### src/rtl/fir_ctrl_pkg.sv
// Shared definitions for the FIR core controller: controller states,
// default parameter values and a small saturating-increment helper.
package fir_ctrl_pkg;

    localparam int DEF_DATA_W  = 32;
    localparam int DEF_N_TAPS  = 128;
    localparam int DEF_TMO_CYC = 1024;

    typedef enum logic [2:0] {
        IDLE,
        START,
        WAIT_DONE,
        OUT,
        FL_START,
        FL_WAIT
    } state_t;

    // Increment a 16-bit counter, holding at all-ones instead of wrapping.
    function automatic logic [15:0] sat_inc16(input logic [15:0] v);
        return (v == 16'hFFFF) ? v : v + 16'd1;
    endfunction

endpackage

### src/rtl/fir_ctrl_wdog.sv
// Watchdog for the controller's wait states. The count is cleared when a
// wait state is entered and advances while enabled; tmo pulses high during
// the TMO_CYC-th enabled cycle after the clear.
module fir_ctrl_wdog
    import fir_ctrl_pkg::*;
#(
    parameter int TMO_CYC = DEF_TMO_CYC
) (
    input  logic ap_clk,
    input  logic ap_rst_n,
    input  logic clr,
    input  logic en,
    output logic tmo
);

    localparam int CW = $clog2(TMO_CYC + 1);
    localparam logic [CW-1:0] LAST = CW'(TMO_CYC - 1);

    logic [CW-1:0] cnt;

    // Cycle counter: cleared on wait-state entry, parks at the limit value.
    always_ff @(posedge ap_clk or negedge ap_rst_n) begin
        if (!ap_rst_n) begin
            cnt <= '0;
        end else if (clr) begin
            cnt <= '0;
        end else if (en && (cnt != LAST)) begin
            cnt <= cnt + CW'(1);
        end
    end

    assign tmo = en && (cnt == LAST);

endmodule

### src/rtl/fir_ctrl.sv
// Streaming front end for a handshake-driven FIR core. Accepts one sample
// at a time, runs it through the core, and presents the result with a
// valid/ready handshake. A flush request pushes N_TAPS zero samples
// through the core to clear its tap history, discarding the results.
// A watchdog aborts any wait for the core that exceeds TMO_CYC cycles.
// Optional feature macro FIR_CTRL_PERF_EN adds lat_last/lat_max latency
// monitors for regular (non-flush) transactions.
module fir_ctrl
    import fir_ctrl_pkg::*;
#(
    parameter int DATA_W  = DEF_DATA_W,
    parameter int N_TAPS  = DEF_N_TAPS,
    parameter int TMO_CYC = DEF_TMO_CYC
) (
    input  logic              ap_clk,
    input  logic              ap_rst_n,
    input  logic              s_valid,
    output logic              s_ready,
    input  logic [DATA_W-1:0] s_data,
    output logic              m_valid,
    input  logic              m_ready,
    output logic [DATA_W-1:0] m_data,
    output logic              core_ap_start,
    input  logic              core_ap_ready,
    input  logic              core_ap_done,
    output logic [DATA_W-1:0] core_x,
    input  logic [DATA_W-1:0] core_y,
    input  logic              cfg_flush,
    output logic              busy,
    output logic              err_tmo,
    output logic [31:0]       sample_cnt
`ifdef FIR_CTRL_PERF_EN
    ,
    output logic [15:0]       lat_last,
    output logic [15:0]       lat_max
`endif
);

    localparam int FCW = (N_TAPS > 1) ? $clog2(N_TAPS) : 1;
    localparam logic [FCW-1:0] FL_LAST = FCW'(N_TAPS - 1);

    state_t         state;
    state_t         state_nxt;
    logic           rdy_en;
    logic           flush_pend;
    logic [FCW-1:0] flush_cnt;
    logic           in_flush;

    logic           s_accept;
    logic           capture;
    logic           deliver;
    logic           fl_begin;
    logic           fl_step;
    logic           fl_end;
    logic           tmo_hit;
    logic           wd_clr;
    logic           wd_en;
    logic           wd_tmo;

    assign in_flush = (state == FL_START) || (state == FL_WAIT);

    fir_ctrl_wdog #(
        .TMO_CYC (TMO_CYC)
    ) u_wdog (
        .ap_clk   (ap_clk),
        .ap_rst_n (ap_rst_n),
        .clr      (wd_clr),
        .en       (wd_en),
        .tmo      (wd_tmo)
    );

    // State register.
    always_ff @(posedge ap_clk or negedge ap_rst_n) begin
        if (!ap_rst_n) begin
            state <= IDLE;
        end else begin
            state <= state_nxt;
        end
    end

    // Next-state logic, handshake outputs and datapath strobes.
    always_comb begin
        state_nxt     = state;
        s_ready       = 1'b0;
        m_valid       = 1'b0;
        core_ap_start = 1'b0;
        s_accept      = 1'b0;
        capture       = 1'b0;
        deliver       = 1'b0;
        fl_begin      = 1'b0;
        fl_step       = 1'b0;
        fl_end        = 1'b0;
        tmo_hit       = 1'b0;
        wd_clr        = 1'b0;
        wd_en         = 1'b0;
        busy          = (state != IDLE);
        case (state)
            IDLE: begin
                if (rdy_en) begin
                    if (flush_pend || cfg_flush) begin
                        fl_begin  = 1'b1;
                        state_nxt = FL_START;
                    end else begin
                        s_ready = 1'b1;
                        if (s_valid) begin
                            s_accept  = 1'b1;
                            state_nxt = START;
                        end
                    end
                end
            end
            START: begin
                core_ap_start = 1'b1;
                if (core_ap_ready) begin
                    wd_clr    = 1'b1;
                    state_nxt = WAIT_DONE;
                end
            end
            WAIT_DONE: begin
                wd_en = 1'b1;
                if (core_ap_done) begin
                    capture   = 1'b1;
                    state_nxt = OUT;
                end else if (wd_tmo) begin
                    tmo_hit   = 1'b1;
                    state_nxt = IDLE;
                end
            end
            OUT: begin
                m_valid = 1'b1;
                if (m_ready) begin
                    deliver   = 1'b1;
                    state_nxt = IDLE;
                end
            end
            FL_START: begin
                core_ap_start = 1'b1;
                if (core_ap_ready) begin
                    wd_clr    = 1'b1;
                    state_nxt = FL_WAIT;
                end
            end
            FL_WAIT: begin
                wd_en = 1'b1;
                if (core_ap_done) begin
                    if (flush_cnt == FL_LAST) begin
                        fl_end    = 1'b1;
                        state_nxt = IDLE;
                    end else begin
                        fl_step   = 1'b1;
                        state_nxt = FL_START;
                    end
                end else if (wd_tmo) begin
                    tmo_hit   = 1'b1;
                    fl_end    = 1'b1;
                    state_nxt = IDLE;
                end
            end
            default: begin
                state_nxt = IDLE;
            end
        endcase
    end

    // Datapath registers: sample/result capture, counters and flags.
    always_ff @(posedge ap_clk or negedge ap_rst_n) begin
        if (!ap_rst_n) begin
            rdy_en     <= 1'b0;
            core_x     <= '0;
            m_data     <= '0;
            sample_cnt <= '0;
            err_tmo    <= 1'b0;
            flush_pend <= 1'b0;
            flush_cnt  <= '0;
        end else begin
            rdy_en <= 1'b1;
            if (s_accept) begin
                core_x <= s_data;
            end else if (fl_begin) begin
                core_x <= '0;
            end
            if (capture) begin
                m_data <= core_y;
            end
            if (deliver) begin
                sample_cnt <= sample_cnt + 32'd1;
            end
            if (tmo_hit) begin
                err_tmo <= 1'b1;
            end
            if (fl_end) begin
                flush_pend <= 1'b0;
            end else if (cfg_flush && !in_flush) begin
                flush_pend <= 1'b1;
            end
            if (fl_begin) begin
                flush_cnt <= '0;
            end else if (fl_step) begin
                flush_cnt <= flush_cnt + FCW'(1);
            end
        end
    end

`ifdef FIR_CTRL_PERF_EN
    logic [15:0] lat_cnt;

    // Latency monitor: counts from the first start cycle to the done cycle.
    always_ff @(posedge ap_clk or negedge ap_rst_n) begin
        if (!ap_rst_n) begin
            lat_cnt  <= '0;
            lat_last <= '0;
            lat_max  <= '0;
        end else begin
            if (s_accept) begin
                lat_cnt <= 16'd1;
            end else if ((state == START) || (state == WAIT_DONE)) begin
                lat_cnt <= sat_inc16(lat_cnt);
            end
            if (capture) begin
                lat_last <= lat_cnt;
                if (lat_cnt > lat_max) begin
                    lat_max <= lat_cnt;
                end
            end
        end
    end
`endif

endmodule

### config.mk
export PLATFORM = sky130hd
export DESIGN_NAME = fir_ctrl
export DESIGN_NICKNAME = d
export VERILOG_FILES = /design/src/rtl/fir_ctrl_pkg.sv /design/src/rtl/fir_ctrl_wdog.sv /design/src/rtl/fir_ctrl.sv
export SDC_FILE = /design/constraint.sdc
export NUM_CORES = 1
export LEC_CHECK = 0
export ABC_AREA = 1
export BUFFER_PORTS_ARGS = -buffer_cell sky130_fd_sc_hd__clkbuf_2
export CELL_PAD_IN_SITES_DETAIL_PLACEMENT = 1
export CELL_PAD_IN_SITES_GLOBAL_PLACEMENT = 1
export CORE_MARGIN = 3
export CORE_UTILIZATION = 31
export DETAILED_ROUTE_END_ITERATION = 10
export GPL_TIMING_DRIVEN = 0
export PLACE_DENSITY_LB_ADDON = 0.1
export SLEW_MARGIN = 20
export SYNTH_ARGS = -nofsm -noshare
export SYNTH_HDL_FRONTEND = slang
export SYNTH_SLANG_ARGS = --single-unit
### constraint.sdc
create_clock -name ap_clk -period 1.5 [get_ports ap_clk]
set_input_delay 0.3 -clock ap_clk [delete_from_list [all_inputs] [get_ports ap_clk]]
set_output_delay 0.3 -clock ap_clk [all_outputs]
set_load 0.02 [all_outputs]
-- Yosys cells after proc, flatten, opt, wreduce, memory -nomap -nowiden
Cells that the tools add are included.
- mux-type cells: 47
- multiply operators: 0
- div/mod/pow operators: 0
- $lt $le $gt $ge: 0
- add/subtract/negate cells: 3
- shifts and indexed selects: 0
- bitwise operators: 0
- eq/ne operators: 13
- reduce and logical (&&, ||, !) cells: 15
- operators by type and width (cell ; count):
    two-way mux 32 bit ; 2
    adder 32 x 1 -> 32 bit (second input constant) ; 1
    two-way mux 1 bit ; 30
    two-way mux 3 bit ; 10
    two-way mux 11 bit ; 2
    one-hot mux 3 bit (6 select lines) ; 1
    two-way mux 7 bit ; 2
    adder 11 x 1 -> 11 bit (second input constant) ; 1
    == test 11 x 10 -> 1 bit (second input constant) ; 1
    inequality test 11 x 10 -> 1 bit (second input constant) ; 1
    inequality test 2 bit (second input constant) ; 4
    nonzero test 2 bit ; 4
    adder 7 x 1 -> 7 bit (second input constant) ; 1
    == test 7 bit (second input constant) ; 1
    == test 3 x 2 -> 1 bit (second input constant) ; 2
    == test 3 bit (second input constant) ; 2
    AND reduction 5 bit ; 1
    OR reduction 2 bit ; 2
    == test 3 x 1 -> 1 bit (second input constant) ; 1
    logical AND 1 bit ; 3
    logical NOT 3 bit ; 1
    inequality test 3 bit (second input constant) ; 1
    nonzero test 3 bit ; 1
    logical OR 1 bit ; 2
    logical NOT 1 bit ; 1
- memory bits (writable): 0
- word-level logic and storage cells: 87
- output and inout bits: 101
- input bits: 71
- ROM bits: 0
- bits in latches: 0
- bits in registers: 120
- memories kept: 0

-- Longest topological paths before layout
Gate-level depths: netlist of the first run.
- depth after elaboration: 8
- gate-level depth with buffers: 12
- depth with buffers taken out: 11

-- By module
Synthesis of the first run repeated with hierarchy kept, for this count alone.
- cells, all modules: 669
- area total of the unflattened synthesis: 5909.4 µm²
- modules (own cells, without submodules) (module ; seq. area each (µm²) ; times used ; area each (µm²) ; cells each):
    fir_ctrl ; 2727.6 ; 1 ; 5176.2 ; 567
    fir_ctrl_wdog ; 275.3 ; 1 ; 733.2 ; 102

-- Worst setup path after synthesis of the first run
No wires, ideal clock.
- kind: register to output
- start point: register state[1]
- end point: output s_ready
- cell stages (with the launch flop): 6
- required time: 1.200 ns
- arrival time: 1.287 ns
- slack: -0.087 ns
- path buffers: 2
- path through: dfrtp_1 -> buf_4 -> nor2_4 -> nand2_2 -> nor3_4 -> buf_2
- word-level cells in the longest chain between the ends: 2
- ends and longest elaborated chain (element ; line ; text):
    from (decl) ; fir_ctrl.sv:42 ; state_t state;
    from (signal assigned) ; fir_ctrl.sv:77 ; state <= state_nxt;
    logical NOT 3 bit ; fir_ctrl.sv:97 ; case (state)
    two-way mux 1 bit ; fir_ctrl.sv:97 ;
    to (decl) ; fir_ctrl.sv:18 ; output logic s_ready,
No other way between the ends.

-- Worst setup path in the final report of the first run
- start point: register state[0]
- end point: output s_ready
Same word-level chain as after synthesis.

==> results of run 1 <==
## cells by family after synthesis
family	after synthesis
mux	32
xor+xnor	25
simple gates	391
buf+inv	69
other cells	1
fa+ha+maj	3
flops	120
compound gates	15
## final timing paths
| path | end | cells past startpoint | slack [ns] |
|---|---|---|---|
| max | s_ready | 5 | -0.34 |
| min | m_data[22] | 2 | 0.12 |
| max reg2reg | sample_cnt[20] | 10 | -0.17 |
| min reg2reg | err_tmo | 2 | 0.48 |
| max in group asynchronous | sample_cnt[1] | 3 | 0.37 |
| min in group asynchronous | state[2] | 2 | 0.41 |
## area by class of cell
cell class                      instances  area (um^2)  area share, %
Inverter                               49          199           2.34
Buffer                                 18          191           2.25
Tap cell                              229          287           3.37
Sequential cell                       120         3010           35.4
Clock buffer                           19          443           5.20
Multi-Input combinational cell        467         2890           33.9
Timing Repair Buffer                  218         1350           15.8
Clock inverter                         13          145           1.70
## layout by cell type, fill, tap and decap left out, types with 6 or more instances in the layout
cell / n
nand2_2: 13
clkbuf_16: 19
dfrtp_2: 7
nand3_1: 56
nor2_4: 13
mux2_2: 32
buf_6: 18
nand2_1: 182
nand2_4: 6
nand3b_1: 9
nand3_2: 35
clkbuf_2: 165
dfrtp_1: 113
xnor2_1: 10
nand4_1: 10
buf_4: 33
nor2_1: 36
inv_1: 41
xor2_1: 14
nor2_2: 14
## routing by layer
metal	up-vias	part of all wire, %	track usage [%]
li1	2595	-	-
met1	2625	44	21.5
met3	14	5.8	5.09
met4	0	1.1	5.20
met2	129	49	29.5
met5	-	0	0
## power groups by stage
stage | sequential (W) | clock, W | combinational, W
after floorplan | 0.00519 | 0 | 0.00169
after global placement | 0.00449 | 0 | 0.00361
after detailed placement | 0.00454 | 0 | 0.00372
after CTS | 0.00445 | 0.00423 | 0.00432
after global routing | 0.00455 | 0.00437 | 0.00511
final | 0.00446 | 0.00411 | 0.00469
## registers in the layout (all words and copies together), names as in the netlist
signal / flops
flush_pend: 1
sample_cnt: 32
core_x: 32
rdy_en: 1
state: 3
err_tmo: 1
flush_cnt: 7
m_data: 32
u_wdog.cnt: 11
## per-stage QoR
| stage | power (W) | util, % | hold WS [ns] |
|---|---|---|---|
| 6_report | 0.0133 | 46.8 | 0.118 |
| 5_1_grt | 0.0140 | 46.8 | 0.104 |
| 4_1_cts | 0.0130 | 45.0 | 0.0948 |
| 3_5_place_dp | 0.00826 | 39.3 | 0.308 |
| 3_3_place_gp | 0.00810 | 39.1 | 0.449 |
| 2_1_floorplan | 0.00687 | - | 0.00441 |
## worst max-delay path, stage by stage, from the launching register on
cell     delay [ns]
dfrtp_2        0.43
nor2_4         0.15
nand2_4        0.07
nor3_4         0.23
buf_6          0.14
buf_8          0.10
## timing repair
action,4_1_cts,5_1_grt
pin swaps,11,19
gates resized for setup,64,49
buffers inserted,25,19
endpoints found under the setup margin,110,111
hold buffers,1,0
hold endpoints to repair,56,0
cloned,0,2
==> metrics.cfg, run 1 <==
[synthesis]
yosys.area.top_type = dfrtp_1
async_flop_share_pct = 100
syn_nets = 730
synthFlopType = dfrtp_1
yosys.cell_count.top_type = nand2_1
yosysSeqAreaShare_pct = 51.7
synth.area.mux_share_pct = 6.21
yosys_warnings = 0
synth.area.top_cells = dfrtp_1 52%, nand2_1 13%, nand3_1 7.9%
syn_area_per_cell_um2 = 8.85
synthCells = 656
yosysTopAreaCellShare_pct = 51.7
ys_ff_latch = 120
synthDistinctLibCells = 34
synthSimpleGateAreaFrac_pct = 30.7
syn_area_mm2 = 0.00581
synth_top_family_by_area = simple AND/OR/NAND/NOR gates
synth_adder_area_share_pct = 0.646
synthTopCellsByCount = 194 x nand2_1, 120 x dfrtp_1, 92 x nand3_1
synth-compound-area-share_pct = 1.42
synth_xor_xnor_area_share_pct = 3.77
synth_edf_count = 0

[placed_design]
placed_cells = 1056
port_buffers = 170
gp_congestion = 0.800
dpl.hpwl_um = 12800
post_dp_cell_area_mm2 = 0.00716
place_ws_ns = -0.407

[routing]
drc_errors = 0
detail_route.wirelength_um = 17900
drt_iter0_markers = 194
avgViaCountPerCell = 4.73
vias = 5363
wl_per_cell_um = 15.8
ant_nets = 0
firstDrtPassIters = 4

[cts]
worstSkewPairLatency_ns = 0.41
cts_buffers = 17
cts_num_sinks = 120
clock_path_buffers = 2
cts_tree = built
clock-root-buffer = clkbuf_16
htreeDepth = 4
path_clk_slew_ns = 0.06

[sta]
fin_crit_sh_pct = 123
setup_ws_ns = -0.338
finalHoldViolCount = 0
maxSlewViolCount = 0
tns_ns = -9.80
clock.fmax_ghz = 0.544
setup_viol = 109
period_minus_slack_ns = 1.84
fin_skew_ns = 0.0113
grt_setup_unrepaired = yes

[pwr]
leakage_nw = 4.34
powerDensity_mw_per_mm2 = 1560
netSwitchingFraction_pct = 35.9
p_comb_share_pct = 35.4
irDropWorstVdd_v = 0.000866
seqPwrFrac_pct = 33.6
power.switching_w = 0.00476
internal_power_w = 0.00850
p_clk_share_pct = 31.0

[floorplanning]
ios = 172
rows = 49
die_area_mm2 = 0.0204
start_util_pct = 31.9
die_x_um = 143
coreArea_mm2 = 0.0182
die_height_um = 143

[global_route]
grt_overflow_total = 0
antenna_found_initial = 0
grt_max_degree = 65
grtUsageTotal_pct = 17.4
grt_pass1_vias = 5711
grt_pass1_wl_um = 28500

[worst_setup_path]
critPathCaptureType = primary output
cp.required_ns = 1.20
crit_type = register to primary output
cp-startpoint = state[0]
cp_max_fo = 2
reg2reg_from = state[0]
startpoint_type = register
arrival_ns = 1.54

[finish]
drive_above_1_share_pct = 44.9
antenna_cells = 0
finalNonFillerCells = 1133
synthToLayoutAreaGrowth_pct = 46.6
num-fill-cells = 2125
fin_nets = 965
finish.instance_area_mm2 = 0.00851

[run]
maxCapViolCount = 0

[run_status]
violations = negative setup slack
status = finished with violations

[worst_hold_path]
min-delay-start = core_y[22]
hp-class = primary input to register

(Power assumes the default switching activity.)
==> run 2: changes to the inputs <==
--- a/config.mk
+++ b/config.mk
@@ -7,13 +7,14 @@
 export LEC_CHECK = 0
 export ABC_AREA = 1
 export BUFFER_PORTS_ARGS = -buffer_cell sky130_fd_sc_hd__clkbuf_2
-export CELL_PAD_IN_SITES_DETAIL_PLACEMENT = 1
+export CELL_PAD_IN_SITES_DETAIL_PLACEMENT = 0
 export CELL_PAD_IN_SITES_GLOBAL_PLACEMENT = 1
 export CORE_MARGIN = 3
 export CORE_UTILIZATION = 31
 export DETAILED_ROUTE_END_ITERATION = 10
 export GPL_TIMING_DRIVEN = 0
 export PLACE_DENSITY_LB_ADDON = 0.1
+export SKIP_CTS_REPAIR_TIMING = 1
 export SLEW_MARGIN = 20
 export SYNTH_ARGS = -nofsm -noshare
 export SYNTH_HDL_FRONTEND = slang
==> metrics.cfg, run 2 (synthesis results as in run 1) <==
[routing]
vias = 5275  ; -1.6%
wl_per_cell_um = 14.5  ; -8.3%
ant_nets = 0  ; unchanged
drt_iter0_markers = 193  ; -0.52%
avgViaCountPerCell = 4.59  ; -2.9%
detail_route.wirelength_um = 16700  ; -7.0%
drc_errors = 0  ; unchanged
firstDrtPassIters = 4  ; unchanged

[worst_setup_path]
slowest_stage = dfrtp_1
cp.required_ns = 1.20  ; about the same
critPathCaptureType = primary output
arrival_ns = 1.69  ; +0.15 ns
startpoint_type = register
crit_top_cell = buf_6
cp_max_fo = 6  ; +4
crit_type = register to primary output
cp_cell_sequence = buf_6 -> nor2_4 -> nand2_4 -> nor3_4 -> buf_6 -> buf_6
ff2ff_setup_slack_ns = -0.35  ; -0.18 ns
max_stage_delay_ns = 0.38  ; -0.05 ns

[global_route]
grt_overflow_total = 0  ; unchanged
grt_pass1_wl_um = 24900  ; -13%
grtUsageTotal_pct = 15.3  ; -2.1 points
grt_pass1_vias = 4926  ; -14%
grt_max_degree = 65  ; unchanged
antenna_found_initial = 0  ; unchanged

[cts]
clock-root-buffer = clkbuf_16
cts_tree = built
cts_buffers = 17  ; unchanged
clock_path_buffers = 2  ; unchanged
worstSkewPairLatency_ns = 0.41  ; about the same
cts_num_sinks = 120  ; unchanged
htreeDepth = 4  ; unchanged
path_clk_slew_ns = 0.06  ; about the same

[finish]
post-route-util_pct = 48.7  ; +1.9 points
drive_above_1_share_pct = 45.5  ; +0.57 points
mostFrequentLayoutCell = nand2_1
num-fill-cells = 1749  ; -18%
antenna_cells = 0  ; unchanged
synthToLayoutAreaGrowth_pct = 52.6
finish.instance_area_mm2 = 0.00886  ; +4.1%
final_cell_mix = 181 x nand2_1, 165 x clkbuf_2, 115 x dfrtp_1
largestRegisters = core_x x32, m_data x32, sample_cnt x32
fin_nets = 980  ; +1.6%

[sta]
grt_setup_unrepaired = yes
worst_pin_slew_ns = 0.605
fin_crit_sh_pct = 133  ; +10 points
clock.fmax_ghz = 0.503  ; -7.6%
setup_ws_ns = -0.490  ; -0.151 ns
finalHoldViolCount = 0  ; unchanged
relSlewSlack_pct = 59.7
fin_skew_ns = 0.00562  ; -0.00563 ns
setup_viol = 118  ; +8.3%
maxSlewViolCount = 0  ; unchanged
tns_ns = -23.65  ; -13.85 ns
period_minus_slack_ns = 1.99  ; +0.151 ns

[floorplanning]
start_util_pct = 31.9  ; unchanged
die_x_um = 143  ; unchanged
ios = 172  ; unchanged
coreArea_mm2 = 0.0182  ; unchanged
die_area_mm2 = 0.0204  ; unchanged
rows = 49  ; unchanged
die_height_um = 143  ; unchanged

[placed_design]
gp_congestion = 0.800  ; unchanged
port_buffers = 170  ; unchanged
place_ws_ns = -0.424  ; -0.0165 ns
dpl.hpwl_um = 11600  ; -9.4%
post_dp_cell_area_mm2 = 0.00716  ; unchanged

[run]
maxCapViolCount = 0  ; unchanged

[pwr]
irDropWorstVdd_v = 0.000845  ; -2.3%
powerDensity_mw_per_mm2 = 1520  ; -2.4%
power.total_w = 0.0135  ; +1.6%
leakage_nw = 4.54  ; +4.6%

[worst_hold_path]
hp-class = primary input to register

[run_status]
violations = negative setup slack
status = finished with violations

==> run 2: cell type report <==
type / instances / area (um^2) / area share (%)
Timing Repair Buffer: 231 / 1570 / 17.7
Tap cell: 229 / 287 / 3.23
Buffer: 19 / 198 / 2.23
Multi-Input combinational cell: 468 / 3000 / 33.9
Sequential cell: 120 / 3010 / 34.0
Inverter: 49 / 208 / 2.34
Clock inverter: 13 / 146 / 1.65
Clock buffer: 19 / 443 / 5.00
==> run 2: layer usage <==
metal  part of all wire, %  track usage (%)
met1                    46             20.0
met2                    47             24.3
met3                   5.6             4.96
met4                  0.86             4.35
met5                     0                0
==> run 2: worst max-delay path, delay by kind of cell (launching register included) <==
kind	cells	cell delay, ns
AND/OR/NAND/NOR	3	0.48
buffers and inverters	3	0.41
flip-flops	1	0.38
==> run 2: where the power goes <==
group,switching (W),internal (W)
logic,0.00270,0.00220
registers,0.000526,0.00397
clock network,0.00156,0.00251
==> run 2: stage by stage <==
step / instances / hold slack (ns)
floorplan: 656 / 0.00441
global placement: 1055 / 0.449
detailed placement: 1056 / 0.305
CTS: 1088 / -0.142
global route: 1148 / 0.0963
finish: 1148 / 0.114
==> run 2: worst paths after layout <==
kind                       depth (start not counted)        from             to
max in group asynchronous                          3    ap_rst_n  sample_cnt[0]
min                                                3  s_data[10]     core_x[10]
max                                                6    state[1]        s_ready
min reg2reg                                        2     err_tmo        err_tmo
max reg2reg                                       15    state[1]  u_wdog.cnt[8]
min in group asynchronous                          2    ap_rst_n       state[2]
==> run 3: changes to the inputs <==
--- a/config.mk
+++ b/config.mk
@@ -18,4 +18,5 @@
 export SLEW_MARGIN = 20
 export SYNTH_ARGS = -nofsm -noshare
 export SYNTH_HDL_FRONTEND = slang
+export SYNTH_HIERARCHICAL = 1
 export SYNTH_SLANG_ARGS = --single-unit
==> metrics.cfg, run 3 <==
[run_status]
status = finished with violations
violations = negative setup slack

[sta]
fin_crit_sh_pct = 126  ; -6.3 points
period_minus_slack_ns = 1.89  ; -0.0950 ns
grt_setup_unrepaired = yes
setup_viol = 99  ; -16%
finalHoldViolCount = 0  ; unchanged
maxSlewViolCount = 0  ; unchanged
clock.fmax_ghz = 0.528  ; +5.0%
setup_ws_ns = -0.394  ; +0.0950 ns
fin_skew_ns = 0.0111  ; +0.00552 ns

[synthesis]
syn_area_per_cell_um2 = 8.83  ; -0.21%
ys_ff_latch = 120  ; unchanged
synth.area.top_cells = dfrtp_1 51%, nand2_1 10%, nand3_1 8.9%
syn_area_mm2 = 0.00591  ; +1.8%
synthFlopType = dfrtp_1
synthTopCellsByCount = 159 x nand2_1, 120 x dfrtp_1, 105 x nand3_1
async_flop_share_pct = 100  ; unchanged
syn_nets = 743  ; +1.8%
yosysTopAreaCellShare_pct = 50.8  ; -0.90 points
yosys.cell_count.top_type = nand2_1
synthDistinctLibCells = 35  ; +2.9%
yosys_warnings = 6  ; +6
yosys.area.top_type = dfrtp_1
synthCells = 669  ; +2.0%
synth_edf_count = 0  ; unchanged
yosysSeqAreaShare_pct = 50.8  ; -0.90 points

[worst_setup_path]
cp-startpoint = state[0]
max_stage_delay_ns = 0.37  ; about the same
cp.required_ns = 1.20  ; about the same
arrival_ns = 1.59  ; -0.10 ns
crit_top_cell = buf_6
critPathCaptureType = primary output
r2r_end = state[2]
startpoint_type = register
cp_max_fo = 6  ; unchanged
ff2ff_path_depth = 12  ; -3
reg2reg_from = u_wdog/cnt[1]
slowest_stage = dfrtp_1
ff2ff_setup_slack_ns = -0.18  ; +0.17 ns
cp_cell_sequence = buf_6 -> nor2_4 -> nand2_4 -> nor2_4 -> inv_2 -> nor2_8 -> buf_6 -> buf_6
cp-endpoint = s_ready
crit_type = register to primary output

[cts]
htreeDepth = 4  ; unchanged
cts_buffers = 17  ; unchanged
cts_num_sinks = 120  ; unchanged
cts_tree = built
clock_path_buffers = 2  ; unchanged
clock-root-buffer = clkbuf_16
worstSkewPairLatency_ns = 0.42  ; about the same
path_clk_slew_ns = 0.06  ; about the same

[routing]
drt_iter0_markers = 247  ; +28%
firstDrtPassIters = 4  ; unchanged
drc_errors = 0  ; unchanged
detail_route.wirelength_um = 16700  ; +0.26%
wl_per_cell_um = 14.6  ; +0.70%
avgViaCountPerCell = 4.68  ; +1.8%
vias = 5348  ; +1.4%
ant_nets = 0  ; unchanged

[global_route]
antenna_found_initial = 0  ; unchanged
grt_overflow_total = 0  ; unchanged
grt_pass1_vias = 5173  ; +5.0%
grtUsageTotal_pct = 15.6  ; +0.34 points
grt_pass1_wl_um = 25800  ; +3.8%
grt_max_degree = 71  ; +9.2%

[finish]
largestRegisters = core_x x32, m_data x32, sample_cnt x32
num-fill-cells = 1787  ; +2.2%
mostFrequentLayoutCell = clkbuf_2
post-route-util_pct = 46.6  ; -2.1 points
fin_nets = 975  ; -0.51%
final_cell_mix = 166 x clkbuf_2, 151 x nand2_1, 116 x dfrtp_1
drive_above_1_share_pct = 39.4  ; -6.1 points
antenna_cells = 0  ; unchanged
synthToLayoutAreaGrowth_pct = 44.4

[placed_design]
dpl.hpwl_um = 12000  ; +3.4%
gp_congestion = 0.807  ; +0.93%
port_buffers = 170  ; unchanged

[floorplanning]
start_util_pct = 32.2  ; +0.35 points
coreArea_mm2 = 0.0183  ; +0.67%
ios = 172  ; unchanged
rows = 49  ; unchanged
die_area_mm2 = 0.0208  ; +1.7%
die_height_um = 144  ; +0.84%
die_x_um = 144  ; +0.84%

[pwr]
leakage_nw = 4.50  ; -0.83%
powerDensity_mw_per_mm2 = 1430  ; -5.9%
power.total_w = 0.0122  ; -9.4%
irDropWorstVdd_v = 0.000993  ; +17%

[run]
maxCapViolCount = 0  ; unchanged

[worst_hold_path]
hp-class = primary input to register
whs_path_depth = 2  ; -1

[run 3: cell types whose count changed after synthesis, moves of 4 or more]
cell      before  now
nand3b_1       9    3
o21ai_0        4   10
buf_2          4    8
nand3_1       92  105
xor2_1        15    8
nor2_2         3    7
nand4_1       10   20
mux2_2        32   21
inv_1         48   73
mux2_1         0   11
nor2_1        56   52
nand2_1      194  159
[run 3: layout make-up]
type	count	area [um^2]	area share [%]
timing repair buffer	212	1330	15.6
clock inverter	14	175	2.05
inverter	77	307	3.59
sequential	120	3010	35.2
clock buffer	18	439	5.15
tap	229	287	3.36
buffer	21	195	2.29
multi-input combinational	452	2790	32.7
[run 3: metrics by stage]
step	cells	instance area (um^2)	TNS (ns)	hold WS (ns)	setup slack, ns
2_1_floorplan	669	5920	0	0.00441	0.0174
3_3_place_gp	1068	7060	-228.40	0.476	-2.12
3_5_place_dp	1069	7090	-7.30	0.290	-0.319
4_1_cts	1101	7710	-10.50	-0.159	-0.668
5_1_grt	1143	8530	-17.95	0.0853	-0.466
6_report	1143	8530	-8.17	0.0956	-0.394
[run 3: routing by layer]
| metal | global-route usage (%) | up-vias | routed length (um) |
|---|---|---|---|
| met1 | 19.8 | 2568 | 7320 |
| met5 | 0 | - | 0 |
| li1 | - | 2633 | - |
| met4 | 4.46 | 0 | 191 |
| met3 | 4.20 | 13 | 868 |
| met2 | 26.2 | 134 | 8330 |
[run 3: cell families after synthesis]
kind of cell | synth area share (%)
AND/OR/NAND/NOR | 30.0
flip-flops | 50.8
buffers and inverters | 7.47
multiplexers | 6.10
AO/OA/AOI/OAI | 2.39
XOR/XNOR | 2.52
adder cells (fa/ha/maj) | 0.635
other | 0.0635
[run 3: critical path, delay by kind of cell (launching register included)]
kind                   cells  cell delay (ns)
AND/OR/NAND/NOR            4             0.38
buffers and inverters      4             0.43
flip-flops                 1             0.37
[run 3: how the worst min path moves through the flow]
| stage | from | to | slack [ns] |
|---|---|---|---|
| detailed placement | ap_rst_n | u_wdog/cnt[7] | 0.29 |
| finish | core_y[8] | m_data[8] | 0.1 |
| CTS | ap_rst_n | u_wdog/cnt[7] | -0.16 |
| global route | core_y[8] | m_data[8] | 0.09 |
| global placement | m_data[7] | m_data[7] | 0.48 |
| floorplan | ap_rst_n | core_x[0] | 0.004 |
[run 3: power breakdown]
group | switching, W | internal (W) | total [W]
logic | 0.00219 | 0.00156 | 0.00375
clock network | 0.00159 | 0.00267 | 0.00426
registers | 0.000354 | 0.00383 | 0.00419
